File: config.mk
export PLATFORM = sky130hd
export DESIGN_NAME = fetch_stage_flat
export DESIGN_NICKNAME = d
export VERILOG_FILES = /design/src/rtl/fetch_stage_if.sv /design/src/rtl/fetch_stage.sv /design/src/flat_wrapper.sv
export SDC_FILE = /design/constraint.sdc
export NUM_CORES = 1
export LEC_CHECK = 0
export CAP_MARGIN = 15
export CORE_ASPECT_RATIO = 0.75
export CORE_UTILIZATION = 57
export DETAILED_ROUTE_END_ITERATION = 10
export GPL_ROUTABILITY_DRIVEN = 0
export PLACE_DENSITY_LB_ADDON = 0.15
export RECOVER_POWER = 25
export SLEW_MARGIN = 30
export SYNTH_ARGS = -nofsm -noshare
export SYNTH_HDL_FRONTEND = slang
export SYNTH_SLANG_ARGS = --single-unit
File: constraint.sdc
create_clock -name clk -period 5 [get_ports clk]
set_input_delay 1 -clock clk [delete_from_list [all_inputs] [get_ports clk]]
set_output_delay 1 -clock clk [all_outputs]
set_load 0.1 [all_outputs]
File: src/rtl/fetch_stage_if.sv
// Instruction-memory fetch channel: request/address out, ready/data back.
interface fetch_stage_if;
  logic        imem_req;
  logic [31:0] imem_addr;
  logic        imem_ready;
  logic [31:0] imem_rdata;

  modport master (
    output imem_req,
    output imem_addr,
    input  imem_ready,
    input  imem_rdata
  );

  modport slave (
    input  imem_req,
    input  imem_addr,
    output imem_ready,
    output imem_rdata
  );
endinterface

File: src/rtl/fetch_stage.sv
// Instruction-fetch stage with IF/ID register, branch flush, freeze skid buffer and
// drain of an outstanding fetch when a branch arrives mid-transfer.
module fetch_stage #(
  parameter logic [31:0] RESET_PC  = 32'h0000_0000,
  parameter logic [31:0] NOP_INSTR = 32'h0000_0000
) (
  input  logic                clk,
  input  logic                rst,
  input  logic                freeze,
  input  logic                branch_taken,
  input  logic [31:0]         branch_addr,
  fetch_stage_if.master       imem,
  output logic [31:0]         if_pc,
  output logic [31:0]         if_instr,
  output logic                if_valid
);

  typedef enum logic [1:0] {StIdle, StFetch, StHold, StDrain} state_e;

  state_e      state_q;
  logic [31:0] pc_q;
  logic [31:0] tgt_q;
  logic [31:0] buf_instr_q;
  logic [31:0] buf_pc_q;
  logic [31:0] br_tgt;
  logic [31:0] pc_inc;

  assign br_tgt = {branch_addr[31:2], 2'b00};
  assign pc_inc = pc_q + 32'd4;

  // pc_q is only advanced once a transfer completes, so it doubles as the stable address.
  assign imem.imem_req  = (state_q == StFetch) || (state_q == StDrain);
  assign imem.imem_addr = pc_q;

  always_ff @(posedge clk or negedge rst) begin
    if (!rst) begin
      state_q     <= StIdle;
      pc_q        <= RESET_PC;
      tgt_q       <= 32'h0;
      buf_instr_q <= 32'h0;
      buf_pc_q    <= 32'h0;
      if_pc       <= 32'h0;
      if_instr    <= NOP_INSTR;
      if_valid    <= 1'b0;
    end else begin
      // IF/ID default: flush beats freeze-hold beats bubble; loads below override.
      if (branch_taken) begin
        if_valid <= 1'b0;
        if_instr <= NOP_INSTR;
        if_pc    <= 32'h0;
      end else if (!freeze) begin
        if_valid <= 1'b0;
        if_instr <= NOP_INSTR;
      end

      case (state_q)
        StIdle: state_q <= StFetch;

        StFetch: begin
          if (imem.imem_ready) begin
            if (branch_taken) begin
              pc_q <= br_tgt;
            end else if (freeze) begin
              buf_instr_q <= imem.imem_rdata;
              buf_pc_q    <= pc_inc;
              pc_q        <= pc_inc;
              state_q     <= StHold;
            end else begin
              if_pc    <= pc_inc;
              if_instr <= imem.imem_rdata;
              if_valid <= 1'b1;
              pc_q     <= pc_inc;
            end
          end else if (branch_taken) begin
            tgt_q   <= br_tgt;
            state_q <= StDrain;
          end
        end

        StHold: begin
          if (branch_taken) begin
            pc_q    <= br_tgt;
            state_q <= StFetch;
          end else if (!freeze) begin
            if_pc    <= buf_pc_q;
            if_instr <= buf_instr_q;
            if_valid <= 1'b1;
            state_q  <= StFetch;
          end
        end

        StDrain: begin
          // Returning data belongs to the squashed path and is dropped.
          if (imem.imem_ready) begin
            pc_q    <= branch_taken ? br_tgt : tgt_q;
            state_q <= StFetch;
          end else if (branch_taken) begin
            tgt_q <= br_tgt;
          end
        end

        default: state_q <= StIdle;
      endcase
    end
  end

endmodule

File: src/flat_wrapper.sv
// flat-port wrapper written by rule: the top's interface ports become plain ports
module fetch_stage_flat 
#(
  parameter logic [31:0] RESET_PC  = 32'h0000_0000,
  parameter logic [31:0] NOP_INSTR = 32'h0000_0000
)
  (clk, rst, freeze, branch_taken, branch_addr, if_pc, if_instr, if_valid, imem_imem_req, imem_imem_addr, imem_imem_ready, imem_imem_rdata);
  fetch_stage_if imem_i ();
  input  logic clk;
  input  logic rst;
  input  logic freeze;
  input  logic branch_taken;
  input  logic [31:0] branch_addr;
  output logic [31:0] if_pc;
  output logic [31:0] if_instr;
  output logic if_valid;
  output wire logic [$bits(imem_i.imem_req)-1:0] imem_imem_req;
  output wire logic [$bits(imem_i.imem_addr)-1:0] imem_imem_addr;
  input wire logic [$bits(imem_i.imem_ready)-1:0] imem_imem_ready;
  input wire logic [$bits(imem_i.imem_rdata)-1:0] imem_imem_rdata;
  assign imem_imem_req = imem_i.imem_req;
  assign imem_imem_addr = imem_i.imem_addr;
  assign imem_i.imem_ready = imem_imem_ready;
  assign imem_i.imem_rdata = imem_imem_rdata;
  fetch_stage #(.RESET_PC(RESET_PC), .NOP_INSTR(NOP_INSTR)) u_core (.clk(clk), .rst(rst), .freeze(freeze), .branch_taken(branch_taken), .branch_addr(branch_addr), .imem(imem_i), .if_pc(if_pc), .if_instr(if_instr), .if_valid(if_valid));
endmodule
==> impl_summary.md, run 1 <==
Outcome
The flow ran to the end, but the final reports show violations. The checks that failed: max-capacitance violations, max-slew violations.

Routing
The remaining number of nets flagged by the antenna check after routing is 0. The number of design-rule violations left by the first detailed-router iteration is roughly 870. The number of vias after detailed routing is between 7000 and 8000. The via density per instance is between 6 and 7. The number of detailed-routing iterations run before antenna repair is 6. In the routed design, unresolved DRC markers number 0. After detailed routing, the average wire length per cell comes to around 21 um. The post-detailed-routing wire length is 24.9 mm.

Finish
The finished layout holds between 1000 and 1500 standard cells, fillers aside. Measured on the finished design, the core utilization comes to about three quarters. The share of layout cells above drive strength 1 is roughly 14%. The number of nets in the layout is 1029. 0 antenna diodes ended up in the layout.

The area growth from synthesis to final layout is 25.9%.

Clock tree
The number of hold buffers added after CTS was 0. The TritonCTS clock tree is done. The number of setup buffers added after CTS is 0.

The level count of the clock H-tree is 4. Gates resized during post-CTS repair numbered 0. The root buffer selected by CTS is sky130_fd_sc_hd__clkbuf_16. The longest clock path from root to sink contains 2 buffers. Buffers inserted during clock tree synthesis total 17. Clock latency on the worst-skew pair, taken at its later pin, is 0.44 ns. The clock net in this run drives a total of between 150 and 200 sinks.

Clock-pin slew was measured on the worst setup and hold paths at around 0.07 ns.

STA
The measured slew at the worst slew-check pin is between 2 and 3 ns. The headroom to the max-slew limit is -71.2%. The number of endpoints with negative hold slack in the final report came to 0. The number of max-slew violations in the final report is 45. After layout, the minimum clock period comes to around 3.8 ns. Across the routed clock network, the largest skew measured is around 0.0084 ns. The summed negative setup slack over all endpoints is 0 ns. The post-route clock period utilization is between 70% and 80%. The count of final setup violators is 0. The highest attainable clock frequency is 266 MHz. Setup repair after global routing left no endpoint under its margin.

Power
The design draws 7.51 mW. For this design the static power due to leakage is 4.88 nW. The worst supply voltage drop on vdd is around 0.53 mV. Dividing total power by cell area gives a power density of about 650 nW/um2.

Global route
The via count of the first global-routing pass is roughly 7300. The number of antenna violations at the first check in global routing is 0. Entering global routing, the biggest net connects 124 pins.

Global routing finished with a remaining overflow of 0. In the global route stage, overall resource usage came out at 31.0%. The wire length of the first global-routing pass is 39.8 mm.

Logic synthesis
The number of synthesized register bits is 195. The post-synthesis instance total is 826. The post-synthesis area per instance is ~11 um2. The most frequently used flop master after synthesis is sky130_fd_sc_hd__dfrtp_1.

The number of enable-type register cells in the synthesized netlist is 0. The unique cell type count in the Yosys netlist is 59. The cell area after technology mapping is a little over 9000 um2.

After synthesis, flip-flops and latches occupy 53.1% of the total area. The fraction of registers with async set or reset after synthesis is 100%. The count of warnings emitted by yosys is 0. The number of nets in the synthesized netlist is 900.

Worst setup path
The worst setup path is launched from a register. For this design, the slowest cell found on the critical path is sky130_fd_sc_hd__clkdlybuf4s50_1. The setup path with the least slack is of type register to output pin. The critical path data arrival time is about 2.8 ns. The critical path starts at u_core.state_q[1]. The endpoint class of the critical path is an output pin. For this run, the slowest stage of the critical path takes around 1.2 ns. The required time at the endpoint of the critical path is about 4.0 ns. The maximum fanout along the worst path is 10.

The startpoint of the lowest-slack register-to-register path is u_core.state_q[0]. The signal on the critical path passes through inv_1 > ha_1 > or2_1 > clkdlybuf4s50_1.

Floorplanning
The die boundary height is ~110 um. The width of the die is ~150 um. The core region is ~15000 um2. The floorplan die area is between 15000 and 20000 um2. The starting density of the core is between 50% and 60%.

Row generation in the floorplan step produced 39 rows. roughly 170 I/O pins were placed.

Placement
The total half-perimeter wirelength after legalization and detailed placement is between 15 and 20 mm. The count of buffers added on input and output ports is approximately 160. In this run, placement finished with an instance count of ~1100.

Flow run
The tool flagged a number of max-cap violations equal to 1.

Min path
The worst hold path begins at u_core.buf_pc_q[2]. The worst hold-check path type is register to register.
where the power goes:
group	switching (mW)	internal, mW	total [mW]
Sequential	0.477	2.11	2.59
Combinational	2.44	1.05	3.49
Clock	0.658	0.769	1.43
Total	3.58	3.93	7.51
layout make-up:
cell class / instances / area, um2
inverters: 17 / 63.8
flip-flops and latches: 195 / 4880
clock inverters: 14 / 168
multi-input cells: 547 / 4000
clock buffers: 18 / 439
fillers: 1035 / 3910
repair buffers: 177 / 1760
well taps: 205 / 256
path summary, 6_finish.rpt:
check / to / slack, ns / depth (start not counted)
worst max-delay path: imem_imem_req / 1.24 / 4
worst min-delay path: u_core.buf_pc_q[2] / 0.49 / 2
worst max register to register: u_core.imem.imem_addr[10] / 1.97 / 7
worst min register to register: u_core.buf_pc_q[2] / 0.49 / 2
max in group asynchronous: u_core.imem.imem_addr[21] / 1.88 / 3
min in group asynchronous: u_core.if_pc[17] / 1.35 / 1
sequential cells by signal (all words and copies together), names as in the netlist:
name,cells
u_core.state_q,2
u_core.if_pc,32
u_core.if_valid,1
u_core.if_instr,32
u_core.tgt_q,32
u_core.imem.imem_addr,32
u_core.buf_instr_q,32
u_core.buf_pc_q,32
cell usage after synthesis, types with 11 or more instances:
cell type	number	share of area (%)
sky130_fd_sc_hd__a21oi_1	31	1.7
sky130_fd_sc_hd__a22o_1	76	7.2
sky130_fd_sc_hd__a22oi_1	40	3.3
sky130_fd_sc_hd__buf_2	13	0.71
sky130_fd_sc_hd__clkbuf_1	47	1.9
sky130_fd_sc_hd__dfrtp_1	195	53
sky130_fd_sc_hd__inv_1	16	0.65
sky130_fd_sc_hd__mux2_2	71	8.7
sky130_fd_sc_hd__nand2_1	51	2.1
sky130_fd_sc_hd__nand3_1	11	0.60
sky130_fd_sc_hd__nor2_1	31	1.3
sky130_fd_sc_hd__o21ai_0	84	4.6
sky130_fd_sc_hd__o22ai_1	13	0.89
sky130_fd_sc_hd__o31a_1	12	1.1
sky130_fd_sc_hd__xnor2_1	20	1.9
routing by layer:
layer  global-route usage, %  vias to the layer above  share of wire [%]
li1                        -                     3337                  -
met1                    45.0                     3777                 43
met2                    46.9                      350                 47
met3                    6.27                       50                7.5
met4                    9.76                        0                2.2
met5                       0                        -                  0
stage by stage:
step	setup WS, ns	instance area [um2]	hold slack [ns]
after global routing	1.19	11600	0.508
final	1.24	11600	0.486
after CTS	1.25	11500	0.486
after global placement	1.15	10900	0.462
after floorplan	2.26	9180	0.446
after detailed placement	1.05	10900	0.471
critical path, delay by kind of cell (launching register included):
family / cells / cell delay, ns
buf+inv: 2 / 1.34
fa+ha+maj: 1 / 0.38
simple gates: 1 / 0.18
flops: 1 / 0.42
layout by cell type, fill, tap and decap left out, types with 5 or more instances in the layout:
master	count
sky130_fd_sc_hd__nand2_1	50
sky130_fd_sc_hd__o2bb2ai_1	7
sky130_fd_sc_hd__xor2_1	6
sky130_fd_sc_hd__a22oi_1	40
sky130_fd_sc_hd__and2_1	5
sky130_fd_sc_hd__xnor2_1	20
sky130_fd_sc_hd__nor2_1	30
sky130_fd_sc_hd__nor3_1	5
sky130_fd_sc_hd__inv_1	16
sky130_fd_sc_hd__o22ai_1	13
sky130_fd_sc_hd__dfrtp_1	195
sky130_fd_sc_hd__buf_4	11
sky130_fd_sc_hd__a222oi_1	8
sky130_fd_sc_hd__o31a_1	12
sky130_fd_sc_hd__mux2i_1	5
sky130_fd_sc_hd__a21oi_1	31
sky130_fd_sc_hd__a22o_1	76
sky130_fd_sc_hd__nand4_1	10
sky130_fd_sc_hd__and3_1	10
sky130_fd_sc_hd__o21ai_0	84
sky130_fd_sc_hd__nand3_1	10
sky130_fd_sc_hd__mux2_2	71
sky130_fd_sc_hd__clkbuf_16	17
sky130_fd_sc_hd__clkdlybuf4s50_1	162
cell families (layout without fill, tap and decap cells):
logic type | count (synthesis) | count (layout) | synth area share [%]
adder cells (fa/ha/maj) | 5 | 5 | 0.681
multiplexers | 76 | 76 | 9.25
XOR/XNOR | 26 | 26 | 2.48
AO/OA/AOI/OAI | 290 | 290 | 22.0
buffers and inverters | 84 | 226 | 3.87
AND/OR/NAND/NOR | 150 | 150 | 8.54
flip-flops | 195 | 195 | 53.1
(Power assumes the default switching activity.)
==> run 2, diff against run 1 <==
--- a/config.mk
+++ b/config.mk
@@ -7,7 +7,7 @@
 export LEC_CHECK = 0
 export CAP_MARGIN = 15
 export CORE_ASPECT_RATIO = 0.75
-export CORE_UTILIZATION = 57
+export CORE_UTILIZATION = 48
 export DETAILED_ROUTE_END_ITERATION = 10
 export GPL_ROUTABILITY_DRIVEN = 0
 export PLACE_DENSITY_LB_ADDON = 0.15
==> constraint.sdc (replaced) <==
create_clock -name clk -period 3.16 [get_ports clk]
set_input_delay 0.632 -clock clk [delete_from_list [all_inputs] [get_ports clk]]
set_output_delay 0.632 -clock clk [all_outputs]
set_load 0.1 [all_outputs]
==> run 2 against run 1 <==
  * Cell count is 5.5% higher
  * Highest routed layer unchanged
  * Sequential power is 56% higher
  * Utilization decreased by 13 points
  * The flow still finishes with violations (max-capacitance violations, max-slew violations)
  * Clock power increased by 48%
  * Via count shrank 3.7%
==> impl_summary.md, run 2 (synthesis results as in run 1) <==
STA
Setup repair after global routing left no endpoint under its margin. The headroom to the max-slew limit was -30.8% (+40 points). In the finished design, the share of the clock period the worst path needs comes to about 84%.

The tightest hold margin is 0.476 ns (-0.00937 ns). The number of endpoints with negative hold slack in the final report is 0 (unchanged). The count of final setup violators is 0 (unchanged).

The clock period could shrink to around 2.7 ns. The number of max-slew violations in the final report came to 76 (+69%). The measured slew at the worst slew-check pin came to 1.96 ns (-0.605 ns). The highest attainable clock frequency is roughly 370 MHz. The maximum clock skew at final layout is 0.0108 ns (+0.00241 ns). The summed negative setup slack over all endpoints is 0 ns (unchanged).

Routing
The post-route DRC violation count was 0 (unchanged). The post-detailed-routing wire length is 24.0 mm (-3.7%). The number of design-rule violations left by the first detailed-router iteration is 724 (-17%).

The detailed-route wire length per cell is 19.4 um (-8.7%). The via density per instance was 5.85 (-8.6%). The number of vias after detailed routing is 7239 (-3.7%). The remaining number of nets flagged by the antenna check after routing was 0 (unchanged). The number of detailed-routing iterations run before antenna repair is 5 (-1).

Worst setup path
The type of the worst setup path is register to register. The maximum fanout along the worst path came to 8 (-2). The endpoint class of the critical path is a register. The launching element type of the critical path is a register.

The worst-case register-to-register setup slack is 0.49 ns (-1.48 ns). The required time at the endpoint of the critical path is 3.45 ns (-0.55 ns). The critical path data arrival time is 2.96 ns (+0.20 ns).

Global route
The via count of the first global-routing pass is 6704 (-8.8%). The total congestion overflow after global routing is 0 (unchanged). The global routing usage summed across all routing layers came to 25.4% (-5.6 points). The number of antenna violations at the first check in global routing is 0 (unchanged). The wire length of the first global-routing pass is 38.3 mm (-3.8%). The largest net degree at the start of global routing is 77 (-38%).

Clock tree
The TritonCTS clock tree is done. The number of buffers added by the clock tree synthesis step is 17 (unchanged). The clock latency of the later-clocked register in the worst-skew pair came to 0.44 ns (about the same). The level count of the clock H-tree is 4 (unchanged).

The number of sinks on the clock net is 195 (unchanged). The maximum clock insertion buffer count is 2 (unchanged). The number of hold buffers added after CTS was 0 (unchanged). The post-cts resize count is 0 (unchanged). The buffer count from post-CTS setup fixing is 0 (unchanged). The register clock-pin slew on the reported worst setup and hold paths is 0.07 ns (about the same). The root buffer selected by CTS is sky130_fd_sc_hd__clkbuf_16.

Finish
The number of nets in the layout is 1051 (+2.1%). The utilization after layout is 61.7% (-13 points). The area growth from synthesis to final layout is 25.2%. The register cell area after layout is 4880 um2 (unchanged). The area of the multi-input gates is 3980 um2 (-0.47%). The fill cell total of the finished layout is 1544 (+49%). The share of layout cells above drive strength 1 was 25.7% (+12 points). The top cell types in the final layout, fill and taps aside, are sky130_fd_sc_hd__dfrtp_1, sky130_fd_sc_hd__buf_4, sky130_fd_sc_hd__o21ai_0. The total inserted antenna cells is 0 (unchanged). The number of cells in the finished layout apart from fillers is 1237 (+5.5%). Leaving out fill and tap cells, the most frequent cell in the layout is sky130_fd_sc_hd__dfrtp_1.

Power
The leakage power is 5.13 nW (+5.0%). The post-layout total power came to 11.6 mW (+55%). The power density over the cells is 1010 nW/um2 (+56%). The worst supply voltage drop on vdd is 0.935 mV (+76%).

Floorplanning
The boundary pin count is 167 (unchanged). The die boundary height is 122 um (+8.8%). The floorplan die area is 19700 um2 (+18%). The width of the die was 162 um (+8.9%).

The core area is 18600 um2 (+20%). The cell row count was 43 (+10%). The starting density of the core was 49.3% (-10 points).

Placement
The total half-perimeter wirelength after legalization and detailed placement came to 16.6 mm (+0.71%). The number of cells in the design after placement came to 1205 (+5.7%). The count of buffers inserted at the top-level ports is 164 (unchanged).

Flow run
The count of maximum capacitance violations is 1 (unchanged).

Min path
The min-delay analysis places its worst path in the category register to register.

Outcome
The final reports fail on max-capacitance violations, max-slew violations. The flow ran to the end, but the final reports show violations.
-- run 2: cell types whose count changed in the layout (fill, tap and decap cells not counted), sizes merged --
cell	previous run	this run
inv	24	23
clkdlybuf4s50	162	65
clkinvlp	1	3
buf	14	132
clkinv	4	6
bufinv	2	0
-- run 2: worst paths after layout --
| kind | from | to | cells after the start |
|---|---|---|---|
| worst min register to register | u_core.buf_pc_q[15] | u_core.buf_pc_q[15] | 2 |
| min in group asynchronous | rst | u_core.if_pc[18] | 1 |
| worst max register to register | u_core.imem.imem_addr[2] | u_core.if_pc[20] | 6 |
| max in group asynchronous | rst | u_core.if_pc[4] | 2 |
| worst min-delay path | u_core.buf_pc_q[15] | u_core.buf_pc_q[15] | 2 |
| worst max-delay path | u_core.imem.imem_addr[2] | u_core.if_pc[20] | 6 |
-- run 2: cell type report --
| cell class | count | share of cell area, % |
|---|---|---|
| inverters | 17 | 0.555 |
| clock buffers | 17 | 3.70 |
| flip-flops and latches | 195 | 42.5 |
| multi-input cells | 547 | 34.6 |
| repair buffers | 199 | 14.7 |
| clock inverters | 15 | 1.30 |
| well taps | 247 | 2.69 |
-- run 2: critical path, stage by stage, from the launching register on --
cell and delay, ns:
sky130_fd_sc_hd__dfrtp_1 0.53, sky130_fd_sc_hd__ha_1 0.33, sky130_fd_sc_hd__nand4_1 0.28, sky130_fd_sc_hd__nor4_2 0.43
sky130_fd_sc_hd__nand3_1 0.23, sky130_fd_sc_hd__xnor2_1 0.54, sky130_fd_sc_hd__o21ai_0 0.18
-- run 2: through the flow --
step / setup WS [ns] / cell area (um2)
after floorplan: 0.422 / 9180
after global placement: 0.350 / 10900
after detailed placement: 0.309 / 10900
after CTS: 0.590 / 11500
after global routing: 0.164 / 11500
final: 0.492 / 11500
-- run 2: routing by layer --
metal  GRT usage [%]  vias to the layer above  part of all wire (%)  wire, um
met2            35.5                      279                    43     10200
met5               0                        -                     0         0
met4            5.31                        0                  0.69       165
li1                -                     3383                     -         -
met1            39.2                     3566                    49     11700
met3            6.50                       11                   7.7      1860
-- run 2: where the power goes --
part | internal [mW] | switching, mW | leakage (nW)
Clock | 1.05 | 1.06 | 0.273
Combinational | 1.61 | 3.86 | 2.35
Sequential | 3.34 | 0.705 | 2.50
Total | 6.00 | 5.63 | 5.13
